<file path="config.mk">
export PLATFORM = sky130hd
export DESIGN_NAME = bp_update_sched
export DESIGN_NICKNAME = d
export VERILOG_FILES = /design/src/rtl/bp_update_sched.sv
export SDC_FILE = /design/constraint.sdc
export NUM_CORES = 1
export LEC_CHECK = 0
export CAP_MARGIN = 30
export CORE_UTILIZATION = 45
export DETAILED_ROUTE_END_ITERATION = 8
export GPL_ROUTABILITY_DRIVEN = 0
export PLACE_DENSITY = 0.69
export RECOVER_POWER = 50
export SKIP_LAST_GASP = 1
export SLEW_MARGIN = 5
export SYNTH_ARGS = -nofsm -noshare
export SYNTH_HDL_FRONTEND = slang
export SYNTH_SLANG_ARGS = --single-unit
</file>
<file path="constraint.sdc">
create_clock -name clk_i -period 5.48 [get_ports clk_i]
set_input_delay 0.548 -clock clk_i [delete_from_list [all_inputs] [get_ports clk_i]]
set_output_delay 0.548 -clock clk_i [all_outputs]
set_load 0.02 [all_outputs]
</file>
<file path="src/rtl/bp_update_sched.sv">
`default_nettype none
// ============================================================================
// Module      : bp_update_sched
// Description : Predictor-update scheduler. Filters resolved branches by
//               control-flow type and queues them in order. It drains one entry
//               per cycle to the BHT or BTB update port through valid/ready.
//               When the queue is full, the new update is dropped and flagged
//               on drop_o, so the branch unit never stalls.
//               Optional feature macro: BP_UPD_COALESCE_EN (tail coalescing of
//               repeated updates to the same PC and table).
// Revision    : 1.0 - initial release
// ============================================================================
module bp_update_sched #(
    parameter int DEPTH = 4,
    parameter int VLEN  = 39
) (
    input  logic                       clk_i,
    input  logic                       rst_i,
    input  logic                       flush_i,
    input  logic                       res_valid_i,
    input  logic [VLEN-1:0]            res_pc_i,
    input  logic [VLEN-1:0]            res_target_i,
    input  logic                       res_taken_i,
    input  logic                       res_mispredict_i,
    input  logic [2:0]                 res_cf_i,
    output logic                       bht_valid_o,
    output logic [VLEN-1:0]            bht_pc_o,
    output logic                       bht_taken_o,
    input  logic                       bht_ready_i,
    output logic                       btb_valid_o,
    output logic [VLEN-1:0]            btb_pc_o,
    output logic [VLEN-1:0]            btb_target_o,
    input  logic                       btb_ready_i,
    output logic                       drop_o,
    output logic [$clog2(DEPTH+1)-1:0] count_o
);

    localparam int         c_PTR_W     = $clog2(DEPTH);
    localparam int         c_CNT_W     = $clog2(DEPTH + 1);
    localparam logic [2:0] c_CF_BRANCH = 3'd1;
    localparam logic [2:0] c_CF_JUMPR  = 3'd3;
    localparam logic       c_DEST_BTB  = 1'b1;

    // Queue storage: one slot per entry, dest bit 0 = BHT, 1 = BTB
    logic [VLEN-1:0]    r_pc     [DEPTH];
    logic [VLEN-1:0]    r_target [DEPTH];
    logic [DEPTH-1:0]   r_taken;
    logic [DEPTH-1:0]   r_dest;

    logic [c_PTR_W-1:0] r_rd_ptr;
    logic [c_PTR_W-1:0] r_wr_ptr;
    logic [c_CNT_W-1:0] r_count;
    logic               r_drop;

    logic               w_head_vld;
    logic               w_head_dest;
    logic               w_deq;
    logic               w_enq_req;
    logic               w_enq_dest;
    logic               w_full;
    logic               w_coal;
    logic               w_alloc;
    logic               w_drop;

    // Head presentation comes only from registered state, never from res_*
    assign w_head_vld  = (r_count != '0);
    assign w_head_dest = r_dest[r_rd_ptr];

    assign bht_valid_o  = w_head_vld & (w_head_dest != c_DEST_BTB);
    assign btb_valid_o  = w_head_vld & (w_head_dest == c_DEST_BTB);
    assign bht_pc_o     = bht_valid_o ? r_pc[r_rd_ptr]     : '0;
    assign bht_taken_o  = bht_valid_o ? r_taken[r_rd_ptr]  : 1'b0;
    assign btb_pc_o     = btb_valid_o ? r_pc[r_rd_ptr]     : '0;
    assign btb_target_o = btb_valid_o ? r_target[r_rd_ptr] : '0;

    // Only the ready of the port that owns the head can pop it
    assign w_deq = (bht_valid_o & bht_ready_i) | (btb_valid_o & btb_ready_i);

    // Conditional branches train the BHT; only mispredicted indirect jumps
    // train the BTB. Everything else is silently ignored.
    assign w_enq_dest = (res_cf_i == c_CF_JUMPR);
    assign w_enq_req  = res_valid_i &
                        ((res_cf_i == c_CF_BRANCH) |
                         ((res_cf_i == c_CF_JUMPR) & res_mispredict_i));
    assign w_full     = (r_count == c_CNT_W'(DEPTH));

`ifdef BP_UPD_COALESCE_EN
    logic [c_PTR_W-1:0] w_tail_ptr;
    assign w_tail_ptr = r_wr_ptr - c_PTR_W'(1);
    // With two or more entries, the tail is never the presented head, so
    // rewriting the tail cannot disturb the outputs
    assign w_coal = w_enq_req && (r_count >= c_CNT_W'(2)) &&
                    (r_pc[w_tail_ptr] == res_pc_i) &&
                    (r_dest[w_tail_ptr] == w_enq_dest);
`else
    assign w_coal = 1'b0;
`endif

    // A dequeue in the same cycle frees a slot for a full-queue enqueue
    assign w_alloc = w_enq_req & ~w_coal & (~w_full | w_deq);
    assign w_drop  = w_enq_req & ~w_coal & w_full & ~w_deq;

    // Pointer, occupancy and drop-flag control; flush outranks enqueue/dequeue
    always_ff @(posedge clk_i) begin
        if (rst_i || flush_i) begin
            r_rd_ptr <= '0;
            r_wr_ptr <= '0;
            r_count  <= '0;
            r_drop   <= 1'b0;
        end else begin
            if (w_alloc) begin
                r_wr_ptr <= r_wr_ptr + c_PTR_W'(1);
            end
            if (w_deq) begin
                r_rd_ptr <= r_rd_ptr + c_PTR_W'(1);
            end
            case ({w_alloc, w_deq})
                2'b10:   r_count <= r_count + c_CNT_W'(1);
                2'b01:   r_count <= r_count - c_CNT_W'(1);
                default: r_count <= r_count;
            endcase
            r_drop <= w_drop;
        end
    end

    // Entry payload writes; stale slots are never presented, so no reset needed
    always_ff @(posedge clk_i) begin
        if (!rst_i && !flush_i) begin
            if (w_alloc) begin
                r_pc[r_wr_ptr]     <= res_pc_i;
                r_target[r_wr_ptr] <= res_target_i;
                r_taken[r_wr_ptr]  <= res_taken_i;
                r_dest[r_wr_ptr]   <= w_enq_dest;
            end
`ifdef BP_UPD_COALESCE_EN
            if (w_coal) begin
                r_target[w_tail_ptr] <= res_target_i;
                r_taken[w_tail_ptr]  <= res_taken_i;
            end
`endif
        end
    end

    assign drop_o  = r_drop;
    assign count_o = r_count;

endmodule
`default_nettype wire

</file>
## Word-level counts from Yosys, hierarchy flattened

Memories as Yosys holds them, arrays and structs flattened. A register that Yosys moved wholly into a read port is not among the register bits.
Index checks and enable logic that the tools add are counted.

- $add $sub $neg: 4
- Order comparisons: 3
- Eq/ne operators: 5
- Mux-type cells: 20
- Bitwise operators: 15
- Reductions and logical operators: 8

Operators by type and width:

| operator | count |
|---|---|
| 39-bit 2-to-1 mux | 3 |
| 1-bit bitwise AND | 9 |
| 4-bit bitwise mux | 2 |
| 2-bit 2-to-1 mux | 4 |
| 1-bit 2-to-1 mux | 7 |
| 2-bit by 3-bit < comparator with 1-bit output (second input constant) | 2 |
| 3-bit one-hot mux with 2 select lines | 1 |
| 2-bit by 1-bit adder with 2-bit output (second input constant) | 2 |
| 1-bit binary-select mux with 2-bit select | 2 |
| 3-bit by 1-bit adder with 3-bit output (second input constant) | 1 |
| 3-bit by 1-bit == test with 1-bit output (second input constant) | 1 |
| 3-bit by 2-bit == test with 1-bit output (second input constant) | 1 |
| 3-bit == test (second input constant) | 1 |
| 1-bit inverter | 3 |
| 1-bit OR | 3 |
| 3-bit nonzero test | 1 |
| 3-bit by 1-bit subtractor with 3-bit output (second input constant) | 1 |
| 1-bit demux with 2-bit select | 1 |
| 2-bit by 1-bit == test with 1-bit output (second input constant) | 1 |
| 2-bit == test (second input constant) | 1 |
| 2-bit by 1-bit greater-or-equal comparator with 1-bit output (second input constant) | 1 |
| 1-bit logical AND | 2 |
| 1-bit logical NOT | 2 |
| 2-bit AND reduction | 1 |
| other kinds (2) | 2 |

- Flip-flop bits (word level): 16
- Memory bits (writable): 312
- Bits of input ports: 89
- Output and inout bits: 124
- Logic and storage cells: 63
- Memories kept: 2

Memory list:

| memory | depth | bits a word | rd ports | clocked after memory_dff | wr ports | RTL line | RTL |
|---|---|---|---|---|---|---|---|
| r_pc | 4 | 39 | 1 | 1 | 1 | 45 | `logic [VLEN-1:0] r_pc [DEPTH];` |
| r_target | 4 | 39 | 1 | 1 | 1 | 46 | `logic [VLEN-1:0] r_target [DEPTH];` |

## Depth between registers and ports, before layout

- Depth in word-level cells: 11
- Depth in mapped cells: 9
- Gate-level depth less buffers: 8

## Worst setup path before layout

OpenSTA, ideal clock, no wires.

- Kind: register to register
- From: reg r_rd_ptr[0]
- To: reg r_dest[0], enable pin
- Library setup time: 0.447 ns
- Data arrival time: 3.520 ns
- Required time: 5.033 ns
- Slack: 1.513 ns
- Cell stages (with the launch flop): 6
- Buffers on the path: 1
- Period minus slack after synthesis: 3.967 ns
- Cells stage by stage: dfxtp_1 -> mux4_2 -> mux2_4 -> buf_6 -> a211oi_2 -> and2_1

- Cells in the longest elaborated chain, start to end: 9
- Elaborated cells on any way between the ends: 11
- Classes of those cells: 2 x mux; 8 x bitwise; 1 x reduce/logical

RTL lines:

| element | RTL line | RTL |
|---|---|---|
| start: declaration | 50 | `logic [c_PTR_W-1:0] r_rd_ptr;` |
| start signal: assignment | 115 | `r_rd_ptr <= r_rd_ptr + c_PTR_W'(1);` |
| 1-bit binary-select mux with 2-bit select (*) | 67 | `assign w_head_dest = r_dest[r_rd_ptr];` |
| 1-bit 2-to-1 mux (implied by the code) (*) | 67 |  |
| 1-bit inverter | 69 | `assign bht_valid_o = w_head_vld & (w_head_dest != c_DEST_BTB);` |
| 1-bit bitwise AND | 69 |  |
| 1-bit bitwise AND | 77 | `assign w_deq = (bht_valid_o & bht_ready_i) \| (btb_valid_o & btb_ready_i);` |
| 1-bit OR (*) | 77 |  |
| 1-bit OR (*) | 100 | `assign w_alloc = w_enq_req & ~w_coal & (~w_full \| w_deq);` |
| 1-bit bitwise AND (*) | 100 |  |
| 2-bit AND reduction (no source line) (*) | -- |  |
| end signal: indexed assignment | 133 | `r_dest[r_wr_ptr] <= w_enq_dest;` |
| end: declaration | 48 | `logic [DEPTH-1:0] r_dest;` |

Every way passes the cells marked *; elsewhere a longest branch is shown, timed or not. The select of a mux whose other input is x is not followed.
A chain may end at the register's enable or synchronous reset.

## Worst setup path after layout

- From: reg r_rd_ptr[0]
- To: mem r_target[1][35], enable pin

- Cells in the longest elaborated chain, start to end: 11
- Elaborated cells on any way between the ends: 13
- Classes of those cells: 5 x mux; 8 x bitwise

RTL lines:

| element | RTL line | RTL |
|---|---|---|
| 1-bit binary-select mux with 2-bit select (*) | 67 |  |
| 1-bit 2-to-1 mux (implied by the code) (*) | 67 |  |
| 1-bit inverter | 69 |  |
| 1-bit bitwise AND | 69 |  |
| 1-bit bitwise AND | 77 |  |
| 1-bit OR (*) | 77 |  |
| 1-bit OR (*) | 100 |  |
| 1-bit bitwise AND (*) | 100 |  |
| 1-bit 2-to-1 mux (*) | 129 | `if (w_alloc) begin` |
| 1-bit 2-to-1 mux (*) | 128 | `if (!rst_i && !flush_i) begin` |
| 1-bit 2-to-1 mux (implied by the code) (*) | 131 | `r_target[r_wr_ptr] <= res_target_i;` |
| end: declaration | 46 |  |

Marked as above.

==> results.txt <==
Sw Pwr = 971 µW
Fin cells = 1258
Setup_tns = 0 ps
Logic pwr share = 2.9%
Max-cap violations = 3
DRT Pass-1 Iters = 5
CP Capture Type = flop
Global routing's busiest layer = met2
CTS buffer count = 34
Post-synth EDFFs = 320
Met1 Use GR = 23.9%
Sw Ratio = 19.3%
Critical path launch point = r_rd_ptr[0]$_SDFFE_PP0N_
Die height = 172 µm
CP required = 5650 ps
PD cells = 302 nW/µm²
Resized Gates After CTS = 0
Synth-to-Final Area Change = 28.5%
Worst hold path class = flop to flop
CORE AREA = 28100 µm²
CTS tree = built
# fillers = 2117
CP cell instances = mux4_2 > mux2_1 > a211oi_2 > and2_0 > buf_16 > buf_4
Failing checks = max-capacitance violations, max-slew violations
Placed insts = 1195
CP peak stage delay = 1350 ps
Io pins = 213
Final setup fails = 0
Most common cell in the netlist = edfxtp_1
Nature of the critical path startpoint = flop
Met3 Resource Use GR = 4.21%
Cell taking the most area after synthesis = edfxtp_1
RSZ-0062 raised after global routing = false
Avg WL per Cell = 20.9 µm
Grt met2 use = 30.2%
Post-synth top area share = 74.1%
Die Width = 172 µm
ANT nets after route = 0
GRT Resource Usage Total = 18.0%
Ys Warns = 0
Flop2flop setup slack = 1160 ps
Status = finished with violations
FF-to-FF Start = r_rd_ptr[0]$_SDFFE_PP0N_
Synth cell types = 37
Clock power frac = 42.1%
Clock buffer depth = 3
Period utilization = 78.9%
# DRC = 0
Site Rows = 61
Cts hold-fix bufs = 0
RR Endpoint = r_target[1][35]$_DFFE_PP_
PortBufs = 212
DP HPWL = 16.0 mm
Root Buffer = clkbuf_16
Largest fanout on the critical path = 42
DR vias/cell = 5.23
Post-synth ARST share = 0%
Syn_area_per_cell = 20.7 µm²
Slew HR = -43.6%
Ys flop type = edfxtp_1
Final period demand of the worst path = 4320 ps
Yosys reg bits = 330
Initial DRC count = 411
FF-to-FF path depth = 6
Initial Util = 46.2%
Max IR drop VDD = 0.212 mV
Worst EP arrival = 4490 ps
Vias in the first global route = 6854
Post-Synthesis Cells = 628
Worst skew pair latency = 500 ps
Clk_skew = 15.8 ps
Int Pwr = 4.07 mW
Net Count, Synth = 722
Global-route wire length before repair = 39.1 mm
Largest net degree at the start of global routing = 80
Via count of the routed design = 6575
Layout Nets = 949
Die area = 29500 µm²
Fmax = 231 MHz
Top post-synthesis cells by area = edfxtp_1 (74%), mux4_2 (14%), nor2b_1 (3.3%), and2_1 (2.1%), dfxtp_1 (1.5%)
Critical path destination = r_target[1][35]$_DFFE_PP_
Measured slew at the worst slew-check pin = 2150 ps
Post-CTS setup buffer count = 0
Synth top cells by count = edfxtp_1 (320), mux4_2 (79), nor2b_1 (68)
Mapped Area = 13000 µm²
Fin. Hold Viols = 0
Hold WS = 515 ps
Register area share after synthesis = 75.6%
Pleak = 5.28 nW
Overflow after GRT = 0
Routed WL = 26.2 mm
Max-slew violations = 70
Sequential power share = 55.0%
Htree depth = 2
Share of post-route cells with drive strength above 1 = 16.5%
Critical setup path kind = flop to flop
CTS sink cnt = 330
Reg clk slew, reported paths = 60 ps
Antenna violations before repair = 1
Crit-path slowest cell = and2_0
## metrics by stage
stage | setup slack [ps] | area [µm²] | util (%) | power, mW
final | 1160 | 16700 | 59.4 | 5.04
after CTS | 1700 | 16600 | 59.2 | 5.10
after floorplan | 1510 | 13000 | - | 2.87
after detailed placement | 1970 | 15600 | 55.6 | 2.99
after global placement | 2090 | 15500 | 55.3 | 2.98
after global routing | 901 | 16700 | 59.3 | 5.19
## flip-flops by register name, indices dropped and copies added, names as in the netlist, named ones only
name	count
count_o	3
drop_o	1
r_dest	4
r_pc	156
r_rd_ptr	2
r_taken	4
r_target	156
r_wr_ptr	2
## how the worst min path moves through the flow
stage | from | endpoint | slack (ps) | depth (start not counted)
6_report | r_wr_ptr[0]$_SDFFE_PP0P_ | r_wr_ptr[0]$_SDFFE_PP0P_ | 520 | 2
5_1_grt | r_wr_ptr[0]$_SDFFE_PP0P_ | r_wr_ptr[0]$_SDFFE_PP0P_ | 530 | 2
4_1_cts | r_wr_ptr[0]$_SDFFE_PP0P_ | r_wr_ptr[0]$_SDFFE_PP0P_ | 510 | 2
3_5_place_dp | r_wr_ptr[0]$_SDFFE_PP0P_ | r_wr_ptr[0]$_SDFFE_PP0P_ | 490 | 2
3_3_place_gp | r_wr_ptr[0]$_SDFFE_PP0P_ | r_wr_ptr[0]$_SDFFE_PP0P_ | 490 | 2
2_1_floorplan | r_wr_ptr[0]$_SDFFE_PP0P_ | r_wr_ptr[0]$_SDFFE_PP0P_ | 470 | 2
## per-layer routing
| layer | share of wire, % | wire length (µm) |
|---|---|---|
| met5 | 0 | 0 |
| met4 | 1.4 | 367 |
| met3 | 7.4 | 1950 |
| met1 | 42 | 11000 |
| met2 | 49 | 12900 |
## worst max-delay path: cells and delay by family, from the launching register on
kind | cells | cell delay [ps]
compound gates | 1 | 350
mux | 2 | 1160
flops | 1 | 390
simple gates | 1 | 1350
buf+inv | 2 | 690
## cells in the final DEF (no fill, tap or decap), types with 8 or more instances in the layout
cell type        instances
dfxtp_1                  8
clkinv_2                10
mux4_2                  79
edfxtp_1               320
and2_1                  40
nor2b_1                 68
clkdlybuf4s50_1        128
clkbuf_16               37
and2b_1                 11
dlygate4sd3_1           84
nand2_1                  8
## kinds of logic after synthesis
logic type	count (synthesis)	share of synthesized area [%]
flip-flops	330	75.6
AND/OR/NAND/NOR	153	7.25
multiplexers	87	14.5
buffers and inverters	39	1.26
AO/OA/AOI/OAI	13	0.762
adder cells (fa/ha/maj)	5	0.540
XOR/XNOR	1	0.0675
## area by class of cell
type / instances / area (µm²) / area share [%]
multi-input combinational: 259 / 3010 / 18.1
sequential: 330 / 9820 / 58.9
tap: 378 / 473 / 2.84
antenna: 1 / 2.50 / 0.0150
clock buffer: 42 / 945 / 5.67
clock inverter: 18 / 83.8 / 0.503
timing repair buffer: 223 / 2310 / 13.9
inverter: 7 / 26.3 / 0.158
## power by group through the flow
stage | registers (mW) | clock network (mW) | logic (mW)
finish | 2.77 | 2.12 | 0.146
global route | 2.77 | 2.26 | 0.157
CTS | 2.77 | 2.17 | 0.159
detailed placement | 2.83 | 0 | 0.158
global placement | 2.83 | 0 | 0.150
floorplan | 2.83 | 0 | 0.0441
Power figures use the tool's default switching activity.
